### src/rtl/timer_pkg.sv
// Shared types, constants and BCD helpers for the countdown timer subsystem.
package timer_pkg;

    typedef enum logic [1:0] {
        ST_IDLE    = 2'd0,
        ST_RUNNING = 2'd1,
        ST_PAUSED  = 2'd2,
        ST_RINGING = 2'd3
    } timer_state_e;

    localparam int unsigned MAX_H      = 99;
    localparam int unsigned RING_TICKS = 5;
    localparam int unsigned SAND_MAX   = 15;
    localparam int unsigned ADD_5_MIN  = 5;
    localparam int unsigned ADD_10_MIN = 10;
    localparam int unsigned ADD_15_MIN = 15;
    localparam int unsigned SEC_W      = 19;
    localparam int unsigned DIVD_W     = 23;
    localparam int unsigned BTN_W      = 8;

    typedef struct packed {
        logic [3:0] h_t;
        logic [3:0] h_o;
        logic [3:0] m_t;
        logic [3:0] m_o;
        logic [3:0] s_t;
        logic [3:0] s_o;
    } bcd_time_t;

    function automatic logic [SEC_W-1:0] bcd_to_secs(input bcd_time_t t);
        return SEC_W'(t.h_t) * SEC_W'(36000) + SEC_W'(t.h_o) * SEC_W'(3600)
             + SEC_W'(t.m_t) * SEC_W'(600)   + SEC_W'(t.m_o) * SEC_W'(60)
             + SEC_W'(t.s_t) * SEC_W'(10)    + SEC_W'(t.s_o);
    endfunction

    // One digit of a borrow chain: wraps to 'top' when it borrows.
    function automatic logic [3:0] dig_dec(input logic [3:0] d, input logic [3:0] top,
                                           input logic en, output logic bout);
        bout = en && (d == 4'd0);
        if (!en) return d;
        return (d == 4'd0) ? top : d - 4'd1;
    endfunction

    function automatic bcd_time_t bcd_dec(input bcd_time_t t);
        bcd_time_t r;
        logic b0, b1, b2, b3, b4;
        r     = t;
        r.s_o = dig_dec(t.s_o, 4'd9, 1'b1, b0);
        r.s_t = dig_dec(t.s_t, 4'd5, b0, b1);
        r.m_o = dig_dec(t.m_o, 4'd9, b1, b2);
        r.m_t = dig_dec(t.m_t, 4'd5, b2, b3);
        r.h_o = dig_dec(t.h_o, 4'd9, b3, b4);
        r.h_t = dig_dec(t.h_t, 4'd9, b4, b0);
        return r;
    endfunction

    // Two-digit field increment that wraps to 00 past {tens_top, 9}.
    function automatic logic [7:0] inc_pair(input logic [3:0] tens, input logic [3:0] ones,
                                            input logic [3:0] tens_top);
        if (ones != 4'd9) return {tens, ones + 4'd1};
        return {(tens == tens_top) ? 4'd0 : tens + 4'd1, 4'd0};
    endfunction

    // Adds n minutes with carry into hours; returns 0 if the result passes 99:59:59.
    function automatic logic add_minutes(input bcd_time_t t, input logic [3:0] n,
                                         output bcd_time_t r);
        logic [6:0] m_bin;
        logic [6:0] h_bin;
        m_bin = 7'(t.m_t) * 7'd10 + 7'(t.m_o) + 7'(n);
        h_bin = 7'(t.h_t) * 7'd10 + 7'(t.h_o);
        if (m_bin >= 7'd60) begin
            m_bin = m_bin - 7'd60;
            h_bin = h_bin + 7'd1;
        end
        r     = t;
        r.m_t = 4'(m_bin / 7'd10);
        r.m_o = 4'(m_bin % 7'd10);
        r.h_t = 4'(h_bin / 7'd10);
        r.h_o = 4'(h_bin % 7'd10);
        return h_bin <= 7'(MAX_H);
    endfunction

endpackage

### src/rtl/sand_divider.sv
// Four-step restoring divider producing floor(remaining*15/total) for the hourglass level.
module sand_divider
    import timer_pkg::*;
(
    input  logic             clk_1k,
    input  logic             rst_n,
    input  logic             start,
    input  logic [SEC_W-1:0] remaining,
    input  logic [SEC_W-1:0] total,
    output logic             done,
    output logic [3:0]       quot
);

    logic [DIVD_W-1:0] acc, acc_n, shifted;
    logic [SEC_W-1:0]  divisor, divisor_n;
    logic [1:0]        step, step_n;
    logic              busy, busy_n, done_n;
    logic [3:0]        quot_n;

    always_ff @(posedge clk_1k or negedge rst_n) begin
        if (!rst_n) begin
            acc     <= '0;
            divisor <= '0;
            step    <= '0;
            busy    <= 1'b0;
            done    <= 1'b0;
            quot    <= '0;
        end else begin
            acc     <= acc_n;
            divisor <= divisor_n;
            step    <= step_n;
            busy    <= busy_n;
            done    <= done_n;
            quot    <= quot_n;
        end
    end

    // A new start always restarts the division, discarding any one in flight.
    always_comb begin
        acc_n     = acc;
        divisor_n = divisor;
        step_n    = step;
        busy_n    = busy;
        done_n    = 1'b0;
        quot_n    = quot;
        shifted   = DIVD_W'(divisor) << step;
        if (start) begin
            acc_n     = DIVD_W'({remaining, 4'b0000}) - DIVD_W'(remaining);
            divisor_n = total;
            step_n    = 2'd3;
            busy_n    = 1'b1;
            quot_n    = '0;
        end else if (busy) begin
            if (acc >= shifted) begin
                acc_n        = acc - shifted;
                quot_n[step] = 1'b1;
            end
            if (step == 2'd0) begin
                busy_n = 1'b0;
                done_n = 1'b1;
            end else begin
                step_n = step - 2'd1;
            end
        end
    end

endmodule

### src/rtl/timer_controller.sv
// Countdown timer: button handling, HH:MM:SS BCD countdown, alarm and indicator outputs.
module timer_controller
    import timer_pkg::*;
(
    input  logic       clk_1k,
    input  logic       rst_n,
    input  logic       tick_1hz,
    input  logic       timer_sw,
    input  logic       btn_h_inc,
    input  logic       btn_m_inc,
    input  logic       btn_s_inc,
    input  logic       btn_confirm,
    input  logic       btn_start,
    input  logic       btn_clear,
    input  logic       btn_add5,
    input  logic       btn_add10,
    input  logic       btn_add15,
    output logic [3:0] tm_h_tens,
    output logic [3:0] tm_h_ones,
    output logic [3:0] tm_m_tens,
    output logic [3:0] tm_m_ones,
    output logic [3:0] tm_s_tens,
    output logic [3:0] tm_s_ones,
    output logic [1:0] timer_state,
    output logic       led_1_blink,
    output logic [2:0] rgb_pwm,
    output logic       piezo_out,
    output logic [3:0] sand_count
);

    timer_state_e     state, state_n;
    bcd_time_t        tm, tm_n, tm_dec, tm_add;
    logic [SEC_W-1:0] remaining, rem_n, total, tot_n, add_secs;
    logic [2:0]       ring_cnt, ring_n;
    logic [7:0]       cyc, cyc_n;
    logic [BTN_W-1:0] btn_vec, btn_prev, press;
    logic [3:0]       add_amt, sand_n, div_quot;
    logic [2:0]       rgb_n;
    logic             led_n, piezo_n, div_start, div_start_n, div_done, add_ok, pwm_on;

    assign btn_vec = {btn_add15, btn_add10, btn_add5, btn_start,
                      btn_confirm, btn_s_inc, btn_m_inc, btn_h_inc};
    assign press   = btn_vec & ~btn_prev & {BTN_W{timer_sw}};

    assign tm_h_tens   = tm.h_t;
    assign tm_h_ones   = tm.h_o;
    assign tm_m_tens   = tm.m_t;
    assign tm_m_ones   = tm.m_o;
    assign tm_s_tens   = tm.s_t;
    assign tm_s_ones   = tm.s_o;
    assign timer_state = state;

    sand_divider u_sand_divider (
        .clk_1k    (clk_1k),
        .rst_n     (rst_n),
        .start     (div_start),
        .remaining (remaining),
        .total     (total),
        .done      (div_done),
        .quot      (div_quot)
    );

    always_ff @(posedge clk_1k or negedge rst_n) begin
        if (!rst_n) begin
            state       <= ST_IDLE;
            tm          <= '0;
            remaining   <= '0;
            total       <= '0;
            ring_cnt    <= '0;
            cyc         <= '0;
            btn_prev    <= '0;
            div_start   <= 1'b0;
            led_1_blink <= 1'b0;
            piezo_out   <= 1'b0;
            rgb_pwm     <= '0;
            sand_count  <= '0;
        end else begin
            state       <= state_n;
            tm          <= tm_n;
            remaining   <= rem_n;
            total       <= tot_n;
            ring_cnt    <= ring_n;
            cyc         <= cyc_n;
            btn_prev    <= btn_vec;
            div_start   <= div_start_n;
            led_1_blink <= led_n;
            piezo_out   <= piezo_n;
            rgb_pwm     <= rgb_n;
            sand_count  <= sand_n;
        end
    end

    // Events resolve in priority order: clear, confirm, start, tick, add, increment.
    always_comb begin
        state_n     = state;
        tm_n        = tm;
        rem_n       = remaining;
        tot_n       = total;
        ring_n      = ring_cnt;
        cyc_n       = cyc + 8'd1;
        div_start_n = 1'b0;
        tm_dec      = bcd_dec(tm);
        add_amt     = press[7] ? 4'(ADD_15_MIN) :
                      press[6] ? 4'(ADD_10_MIN) :
                      press[5] ? 4'(ADD_5_MIN)  : 4'd0;
        add_secs    = SEC_W'(add_amt) * SEC_W'(60);
        add_ok      = add_minutes(tm, add_amt, tm_add);

        if (btn_clear) begin
            state_n = ST_IDLE;
            tm_n    = '0;
            rem_n   = '0;
            tot_n   = '0;
            ring_n  = '0;
            cyc_n   = '0;
        end else if (press[3] && state == ST_RINGING) begin
            state_n = ST_IDLE;
            ring_n  = '0;
            rem_n   = '0;
            tot_n   = '0;
        end else if (press[4] && (state == ST_RUNNING || state == ST_PAUSED ||
                                  (state == ST_IDLE && tm != '0))) begin
            if (state == ST_IDLE) begin
                state_n     = ST_RUNNING;
                rem_n       = bcd_to_secs(tm);
                tot_n       = bcd_to_secs(tm);
                div_start_n = 1'b1;
            end else begin
                state_n = (state == ST_RUNNING) ? ST_PAUSED : ST_RUNNING;
            end
        end else if (tick_1hz && state == ST_RUNNING) begin
            tm_n        = tm_dec;
            rem_n       = remaining - SEC_W'(1);
            div_start_n = 1'b1;
            if (tm_dec == '0) begin
                state_n = ST_RINGING;
                ring_n  = '0;
            end
        end else if (tick_1hz && state == ST_RINGING) begin
            if (ring_cnt == 3'(RING_TICKS - 1)) begin
                state_n = ST_IDLE;
                ring_n  = '0;
                rem_n   = '0;
                tot_n   = '0;
            end else begin
                ring_n = ring_cnt + 3'd1;
            end
        end else if (add_amt != 4'd0 && state != ST_RINGING) begin
            if (add_ok) begin
                tm_n = tm_add;
                if (state != ST_IDLE) begin
                    rem_n       = remaining + add_secs;
                    tot_n       = total + add_secs;
                    div_start_n = 1'b1;
                end
            end
        end else if (state == ST_IDLE) begin
            if (press[0]) {tm_n.h_t, tm_n.h_o} = inc_pair(tm.h_t, tm.h_o, 4'd9);
            if (press[1]) {tm_n.m_t, tm_n.m_o} = inc_pair(tm.m_t, tm.m_o, 4'd5);
            if (press[2]) {tm_n.s_t, tm_n.s_o} = inc_pair(tm.s_t, tm.s_o, 4'd5);
        end

        piezo_n = (state_n == ST_RINGING) ? ~piezo_out : 1'b0;
        case (state_n)
            ST_IDLE:    led_n = 1'b0;
            ST_RUNNING: led_n = (tick_1hz && state == ST_RUNNING) ? ~led_1_blink : led_1_blink;
            ST_PAUSED:  led_n = led_1_blink;
            default:    led_n = cyc_n[7];
        endcase

        case (state_n)
            ST_IDLE:    sand_n = (tm_n != '0) ? 4'(SAND_MAX) : 4'd0;
            ST_RINGING: sand_n = 4'd0;
            default:    sand_n = div_done ? div_quot : sand_count;
        endcase

        pwm_on = cyc_n[2];
        case (state_n)
            ST_IDLE:    rgb_n = 3'b000;
            ST_RINGING: rgb_n = {pwm_on & led_n, 2'b00};
            default: begin
                if (sand_n >= 4'd8)      rgb_n = {1'b0, pwm_on, 1'b0};
                else if (sand_n >= 4'd4) rgb_n = {pwm_on, pwm_on, 1'b0};
                else                     rgb_n = {pwm_on, 2'b00};
            end
        endcase
    end

endmodule

### config.mk
export PLATFORM = sky130hd
export DESIGN_NAME = timer_controller
export DESIGN_NICKNAME = d
export VERILOG_FILES = /design/src/rtl/timer_pkg.sv /design/src/rtl/sand_divider.sv /design/src/rtl/timer_controller.sv
export SDC_FILE = /design/constraint.sdc
export NUM_CORES = 1
export LEC_CHECK = 0
export BUFFER_PORTS_ARGS = -buffer_cell sky130_fd_sc_hd__buf_2
export CORE_AREA = 5 5 258 260
export DETAILED_ROUTE_END_ITERATION = 8
export DIE_AREA = 0 0 263 265
export MAX_ROUTING_LAYER = met4
export PLACE_DENSITY = 0.41
export SLEW_MARGIN = 0
export SYNTH_ARGS = -nofsm -noshare
export SYNTH_HDL_FRONTEND = slang
export SYNTH_SLANG_ARGS = --single-unit
### constraint.sdc
create_clock -name clk_1k -period 8.4 [get_ports clk_1k]
set_input_delay 0.42 -clock clk_1k [delete_from_list [all_inputs] [get_ports clk_1k]]
set_output_delay 0.42 -clock clk_1k [all_outputs]
set_load 0.005 [all_outputs]
# [Yosys cells after proc, flatten, opt, wreduce, memory -nomap -nowiden]
# Index checks and enable logic that the tools add are counted.
[word_totals] register_bits=143 input_bits=13 elab_cells=275
[op_classes] addsub=30 n_mul=8 div=4 n_lt_le_gt_ge=7 n_eq_ne=21 n_shift=1 muxes=133 bitwise_logic=7 reduce_logical=41
[op_table] operator="19-bit 2-to-1 mux" count=18
[op_table] operator="24-bit 2-to-1 mux" count=8
[op_table] operator="4-bit 2-to-1 mux" count=21
[op_table] operator="8-bit 2-to-1 mux" count=10
[op_table] operator="23-bit 2-to-1 mux" count=3
[op_table] operator="19-bit by 10-bit adder with 19-bit output" count=3
[op_table] operator="24-bit nonzero test" count=2
[op_table] operator="1-bit 2-to-1 mux" count=45
[op_table] operator="3-bit 2-to-1 mux" count=9
[op_table] operator="2-bit 2-to-1 mux" count=13
[op_table] operator="4-bit by 1-bit adder with 4-bit output, second input constant" count=6
[op_table] operator="24-bit zero test" count=1
[op_table] operator="4-bit zero test" count=6
[op_table] operator="4-bit by 1-bit subtractor with 4-bit output, second input constant" count=6
[op_table] operator="23-bit >= comparator" count=1
[op_table] operator="19-bit by 2-bit left shift with 23-bit output" count=1
[op_table] operator="23-bit by 19-bit subtractor with 23-bit output" count=1
[op_table] operator="23-bit subtractor" count=1
[op_table] operator="7-bit by 4-bit adder with 7-bit output" count=3
[op_table] operator="19-bit by 14-bit adder with 19-bit output" count=1
[op_table] operator="19-bit by 16-bit adder with 19-bit output" count=1
[op_table] operator="19-bit by 4-bit adder with 19-bit output" count=1
[op_table] operator="19-bit by 8-bit adder with 19-bit output" count=1
[op_table] operator="19-bit by 1-bit subtractor with 19-bit output, second input constant" count=1
[op_table] operator="51 further kinds" count=89

# [Depth between registers and ports, before layout]
# Gate-level depths: netlist of run 1.
[depth] word_depth=30 mapped_depth=41 depth_no_buf=39

# [Cells and area by module]
# A second synthesis of run 1 with hierarchy kept.
[hier_totals] hier_cells=2171 area_unflattened_um2=17604.4
[by_module_without_submodules] mod="timer_controller" instances=1 cells_each=1600 area_each_um2=12699.7 seq_area_each_um2=2302.2
[by_module_without_submodules] mod="sand_divider" instances=1 cells_each=571 area_each_um2=4904.7 seq_area_each_um2=1251.2

# [Worst setup path after synthesis of run 1]
# No wires, ideal clock.
[synth_timing] path_kind="input -> register" from="input port timer_sw" to="register sand_count[0]" setup_ns=0.131 arrival_time_ns=7.560 required_ns=8.269 setup_slack_ns=0.709 cell_stages=38 path_buffers=1 path_cell_list="and3b_1 -> a21o_1 -> inv_1 -> fa_1 -> inv_1 -> ha_1 -> inv_1 -> fa_1 -> xor2_1 -> inv_1 -> ha_1 -> inv_2 -> or3_1 -> o31a_1 -> a31oi_1 -> nand2_1 -> o41ai_4 -> inv_2 -> (+2 left out) -> a2111oi_0 -> mux2_2 -> or2_1 -> inv_1 -> ha_1 -> nor3b_1 -> nand3_1 -> o311ai_0 -> o211ai_1 -> a21oi_1 -> a21oi_4 -> xnor2_1 -> ha_1 -> inv_1 -> a221oi_2 -> o311ai_1 -> nor4_4 -> a21oi_1"
[synth_lines] item="start: declaration" line="timer_controller.sv:8" source="input logic timer_sw,"
[synth_lines] item="end signal: assignment" line="timer_controller.sv:89" source="sand_count <= sand_n;"
[synth_lines] item="end: declaration" line="timer_controller.sv:28" source="output logic [3:0] sand_count"

==> results of run 1 <==
[cells in the final DEF (no fill, tap or decap), drive strengths merged, types with 13 or more instances in the layout]
master	count
ha	210
a21oi	187
inv	184
nand2	176
o21ai	163
nor2	149
dfrtp	142
buf	113
xnor2	72
nand3	60
nor3	50
fa	42
o31ai	38
a31oi	35
a21o	33
mux2	32
xor2	29
and3	26
a211oi	25
nor2b	24
o211ai	22
mux2i	21
nand4	19
nand2b	17
clkbuf	17
o21bai	15
nor4	15
a21boi	14
and2	14
o21a	13
[per-stage QoR]
stage | power (mW) | hold WS, ns | cell area (sq um)
4_1_cts | 8.31 | 0.00386 | 19200
2_1_floorplan | 5.69 | 0.124 | 17100
6_report | 8.38 | 0.0396 | 19300
5_1_grt | 9.24 | 0.00955 | 19300
3_5_place_dp | 7.36 | 0.429 | 18600
3_3_place_gp | 7.36 | 0.418 | 18600
[worst max path at each step]
stage	slack, ns	start	cells past startpoint	endpoint
CTS	0.08	btn_prev[7]	39	sand_count[1]
global placement	0.16	timer_sw	40	sand_count[3]
global route	-0.009	btn_prev[7]	40	sand_count[2]
floorplan	0.71	timer_sw	38	sand_count[0]
detailed placement	-0.08	timer_sw	40	sand_count[1]
finish	0.51	btn_prev[7]	36	sand_count[2]
[final cells by class]
type                            instances  area share (%)
Timing Repair Buffer                  114            3.88
Multi-Input combinational cell       1694            65.5
Inverter                              177            3.44
Clock buffer                           17            2.20
Clock inverter                         15            1.03
Tap cell                              855            5.54
Sequential cell                       142            18.4
[per-layer routing]
metal	wire (um)	vias to the layer above	track usage, %
met5	0	-	-
met4	1340	0	4.60
met3	1770	68	2.54
met2	31400	285	31.8
met1	28600	7629	22.7
li1	-	7741	-
[where the power goes]
part           switching (mW)  internal [mW]
Combinational            3.80           2.62
Sequential              0.222          0.881
Clock                   0.380          0.478
Total                    4.41           3.97
[critical path, delay by kind of cell (launching register included)]
family | cells | cell delay, ns
DFF | 1 | 0.36
buffers and inverters | 8 | 0.76
AOI/OAI and AO/OA | 12 | 2.45
xor gates and xnor gates | 1 | 0.21
muxes | 1 | 0.23
adders and majority gates | 6 | 1.66
and+or+nand+nor | 8 | 2.07
[registers in the layout (all words and copies together) (netlist names), 2 cells and up]
| signal | count |
|---|---|
| btn_prev | 8 |
| cyc | 8 |
| remaining | 19 |
| rgb_pwm | 2 |
| ring_cnt | 3 |
| sand_count | 4 |
| timer_state | 2 |
| tm_h_ones | 4 |
| tm_h_tens | 4 |
| tm_m_ones | 4 |
| tm_m_tens | 4 |
| tm_s_ones | 4 |
| tm_s_tens | 4 |
| total | 19 |
| u_sand_divider.acc | 23 |
| u_sand_divider.divisor | 19 |
| u_sand_divider.quot | 4 |
| u_sand_divider.step | 2 |
[logic make-up (layout without fill, tap and decap cells)]
family	count (synthesis)	after routing	synth area share [%]
AO/OA/AOI/OAI	671	671	25.8
AND/OR/NAND/NOR	609	609	17.6
adder cells (fa/ha/maj)	252	252	20.2
XOR/XNOR	102	102	5.56
other	1	1	0.0219
buffers and inverters	261	323	5.89
flip-flops	142	142	20.7
multiplexers	59	59	4.12
[cells in the mapped netlist (11+ instances only)]
library cell,instances
o21a_1,13
nor2_1,147
a211oi_1,24
o31ai_1,35
nor2b_1,24
nand2_1,174
nor4_1,14
or3_1,12
and2_1,13
ha_1,210
clkbuf_1,66
inv_1,172
a21oi_1,183
o211ai_1,19
nand3_1,55
mux2i_1,21
a21o_1,33
o221ai_1,11
dfrtp_1,142
nand2b_1,17
xnor2_1,67
fa_1,42
and3_1,26
nand4_1,19
xor2_1,28
o21bai_1,14
nor3_1,50
o21ai_0,159
a21boi_0,14
a31oi_1,35
mux2_2,31
[repair_timing]
item,4_1_cts,5_1_grt
hold buffers,1,0
setup buffers,0,5
endpoints found under the setup margin,0,6
endpoints found under the hold margin,47,0
gates resized for setup,0,8
==> results.cfg, run 1 <==
[status]
status = complete, no violations

[logic_synthesis]
yosysSeqAreaShare_pct = 20.7
synthCells = 2097
yosysWarnings = 0
ys_seq_elements = 142
synth_flop_cell = dfrtp_1
synth.largest_area_cell = dfrtp_1
synth_area_per_cell_sq_um = 8.17
synth_cell_type_count = 109
syn_area_sq_um = 17100
synth_top_area_share_pct = 20.7
async_flop_share_pct = 100
synth_fp_nets = 2362
synth_edf_count = 0
synthTopCellsByArea = dfrtp_1, ha_1, a21oi_1, fa_1, o21ai_0

[drt]
vias_per_cell = 5.22
wire_per_inst_um = 20.9
firstDrtPassIters = 7
vias = 15700
initialDrtViolationCount = 946
routed_wl_mm = 63.0
drc = 0
ant_nets = 0

[floorplan]
io_pins = 48
fp.dieH_um = 265
die-width_um = 263
core_sq_um = 63900
fp.dieArea_sq_um = 69700
rows = 93
initial_utilization_pct = 26.8

[setup_path]
reg2reg_from = btn_prev[7]
startpoint_type = flop
rrSetupSlack_ns = 0.51
crit_path_end_kind = flop
reg2reg_depth = 36
cp_max_fo = 8
crit_top_cell = inv_1
crit_required_ns = 8.77
timing.rr.end = sand_count[2]
slowest_delay_ns = 0.51
slowest_stage = or4b_4
path_class = reg -> reg
cp.arrival_ns = 8.26

[final_layout]
syn2layout_area_growth_pct = 12.6
multi_input_area_sq_um = 12600
drive_above_1_share_pct = 11.5
fin_util_pct = 30.2
stdcell_count = 3014
n_fill_cell = 6847
seq_area_sq_um = 3550
diodes = 0
fin_nets = 2411

[power]
ir_drop_uv = 203
p_leak_nw = 8.64
p_per_area_nw_per_um2 = 434

[placed_design]
dp_cells = 2976
pre_cts_slack_ns = -0.0813
routabilityCongestion = 0.879
portBuffers = 46
hpwl_mm = 49.4

[timing]
min_period_ns = 7.89
finalHoldViolCount = 0
setup_violations = 0
fmaxAchievable_ghz = 0.127
slew_headroom_pct = 35.3
setup_ws_ns = 0.510
fin_crit_sh_pct = 93.9
skew_ns = 0.0165
tightestPinTransition_ns = 0.968
tns_ns = 0
finalMaxSlewViolations = 0

[hold_path]
min_path_cells = 1
holdCritPathClass = in -> reg
min_to = btn_prev[1]
min_from = btn_m_inc

[global_route]
grt_usage_pct = 18.3
first_global_vias = 15900
grt_max_degree = 74
grt_pass1_wl_mm = 97.2
antenna_found_initial = 0
grt_overflow_total = 0

[cts]
cts_tree = done
cts_buffers = 17
clock_tree.buffer_depth = 2
cts_root_buf = clkbuf_16
clk_pin_slew_ns = 0.08
clock_latency_ns = 0.50
clock-sinks = 142
htreeDepth = 4

[job]
cap_viol_max_count = 0
Power figures use the tool's default switching activity.
==> inputs of run 2 (changes only) <==
--- a/config.mk
+++ b/config.mk
@@ -5,10 +5,11 @@
 export SDC_FILE = /design/constraint.sdc
 export NUM_CORES = 1
 export LEC_CHECK = 0
+export ABC_AREA = 1
 export BUFFER_PORTS_ARGS = -buffer_cell sky130_fd_sc_hd__buf_2
-export CORE_AREA = 5 5 258 260
+export CORE_AREA = 5 5 254 256
 export DETAILED_ROUTE_END_ITERATION = 8
-export DIE_AREA = 0 0 263 265
+export DIE_AREA = 0 0 259 261
 export MAX_ROUTING_LAYER = met4
 export PLACE_DENSITY = 0.41
 export SLEW_MARGIN = 0
==> run 2 against run 1 <==
  * Synthesized area down 3.1%
  * First-iteration DRC count decreased by 3.1%
  * Synthesized cell count rose by 15%
  * Count of clock-buffer cells in the layout did not move
  * Register-to-register slack improved by 0.73 ns
  * Setup slack improved by 0.73 ns
  * Non-clock buffer count is 41 lower
  * Routed wire length shrank 8.5%
  * Flip-flop and latch count unchanged
  * Maximum frequency rose by 10%
  * Utilization fell by 0.64 points
  * Critical path type unchanged
==> results.cfg, run 2 <==
[status]
status = complete, no violations

[logic_synthesis]
synthTopCellsByCount = nand2_1, inv_1, o21ai_0
yosysSeqAreaShare_pct = 21.4
async_flop_share_pct = 100
synth.largest_area_cell = dfrtp_1
synthCells = 2422
synth_flop_cell = dfrtp_1
synth_edf_count = 0
synth_area_per_cell_sq_um = 6.85
yosysWarnings = 0
synth_fp_nets = 2687
synthTopCellsByArea = dfrtp_1, ha_1, nand2_1, inv_1, o21ai_0
synth_cell_type_count = 66
ys_seq_elements = 142
yosysMostFrequentCell = nand2_1
syn_area_sq_um = 16600
synth_top_area_share_pct = 21.4

[timing]
tns_ns = 0
tightestPinTransition_ns = 1.12
fmaxAchievable_ghz = 0.140
setup_ws_ns = 1.24
finalHoldViolCount = 0
slew_headroom_pct = 25.2
min_period_ns = 7.16
finalMaxSlewViolations = 0
rsz0062_at_grt = false
setup_violations = 0
fin_crit_sh_pct = 85.2
skew_ns = 0.0185

[floorplan]
fp.dieH_um = 261
io_pins = 48
core_sq_um = 62300
die-width_um = 259
initial_utilization_pct = 26.7
rows = 92
fp.dieArea_sq_um = 67600

[setup_path]
crit_path_end_kind = flop
slowest_stage = fa_1
reg2reg_from = btn_prev[5]
crit_required_ns = 8.75
cp_max_fo = 14
timing.rr.end = rgb_pwm[1]
reg2reg_depth = 53
cp-startpoint = btn_prev[5]
crit_top_cell = nand2_1
path_class = reg -> reg
slowest_delay_ns = 0.38
startpoint_type = flop
cp.arrival_ns = 7.51
rrSetupSlack_ns = 1.24

[final_layout]
regMostFlops = u_sand_divider.acc
n_fill_cell = 6894
final_common_cell = nand2_1
syn2layout_area_growth_pct = 10.9
fin_nets = 2719
seq_area_sq_um = 3550
fin_util_pct = 29.6
layout_common_cells = nand2_1, inv_1, o21ai_0, ha_1, nor2_1
drive_above_1_share_pct = 7.05
largest_register_ffs = 23
multi_input_area_sq_um = 11300

[global_route]
grt_overflow_total = 0
grt_pass1_wl_mm = 89.9
globalRouteMet2Util_pct = 27.2
antenna_found_initial = 2
grt_max_degree = 84
grt.busiest_layer = met2
first_global_vias = 15400
use_met3_pct = 2.16
grt_use_met1_pct = 24.4
grt_usage_pct = 17.4

[drt]
vias_per_cell = 4.79
firstDrtPassIters = 5
drc = 0
ant_nets = 0
initialDrtViolationCount = 917
wire_per_inst_um = 17.4
vias = 15900
routed_wl_mm = 57.7

[cts]
clock-sinks = 142
hold_buffers = 0
clock_tree.buffer_depth = 2
clock_latency_ns = 0.47
post_cts_buffers = 0
cts_buffers = 17
clk_pin_slew_ns = 0.07
htreeDepth = 4
cts_root_buf = clkbuf_16
cts_tree = done
cts_resized = 0

[job]
cap_viol_max_count = 0

[placed_design]
pre_cts_slack_ns = 1.03
routabilityCongestion = 0.870
hpwl_mm = 44.7
portBuffers = 46

[hold_path]
holdCritPathClass = in -> async
==> run 2: changes by cell type after synthesis, moves of 20 or more <==
| cell | change |
|---|---|
| mux2_2 | -31 |
| nand3_1 | +92 |
| nor2b_1 | -24 |
| and3_1 | -23 |
| nor2_1 | +51 |
| nand2_2 | +22 |
| o21ai_0 | +73 |
| xnor2_1 | -39 |
| o31ai_1 | -20 |
| a21o_1 | -33 |
| clkbuf_1 | -24 |
| nand2_1 | +337 |
| inv_1 | +196 |
==> run 2: layout make-up <==
cell class | count | share of cell area, %
Sequential cell | 142 | 19.3
Timing Repair Buffer | 73 | 2.39
Tap cell | 846 | 5.75
Clock inverter | 15 | 0.768
Antenna cell | 1 | 0.0136
Multi-Input combinational cell | 1833 | 61.6
Inverter | 387 | 7.89
Clock buffer | 17 | 2.31
==> run 2: how the worst max path moves through the flow <==
| stage | endpoint | depth (start not counted) |
|---|---|---|
| finish | rgb_pwm[1] | 53 |
| global route | rgb_pwm[1] | 50 |
| CTS | rgb_pwm[1] | 50 |
| detailed placement | rgb_pwm[1] | 52 |
| global placement | rgb_pwm[1] | 57 |
| floorplan | rgb_pwm[1] | 54 |
==> run 2: kinds of logic (layout without fill, tap and decap cells) <==
logic type,count (synthesis),in the layout,share of synthesized area [%]
xor+xnor,62,62,3.27
simple gates,984,984,25.8
buf+inv,447,492,10.3
compound gates,520,520,17.5
fa+ha+maj,252,252,20.9
mux,14,14,0.844
flops,142,142,21.4
other cells,1,2,0.0226
==> run 2: stage by stage <==
step                      std cells  hold WS, ns  cell area, sq um
after floorplan                2422        0.124             16600
final                          3314       0.0359             18400
after detailed placement       3281        0.444             17800
after global routing           3314       0.0589             18400
after CTS                      3313       0.0529             18400
after global placement         3281        0.443             17800
==> run 2: critical path, delay by kind of cell (launching register included) <==
family,cells,cell delay [ns]
and+or+nand+nor,36,3.86
adders and majority gates,7,1.72
buffers and inverters,8,0.93
DFF,1,0.36
AOI/OAI and AO/OA,2,0.21
==> run 2: per-layer routing <==
layer	share of wire, %	wire length (um)
met4	1.6	952
met5	0	0
met3	3.8	2170
met1	50	28900
met2	44	25600
Power of run 2 is left out: the tool's default activity adds up to more than one toggle a clock period on the data nets, which glitch-free logic cannot reach.
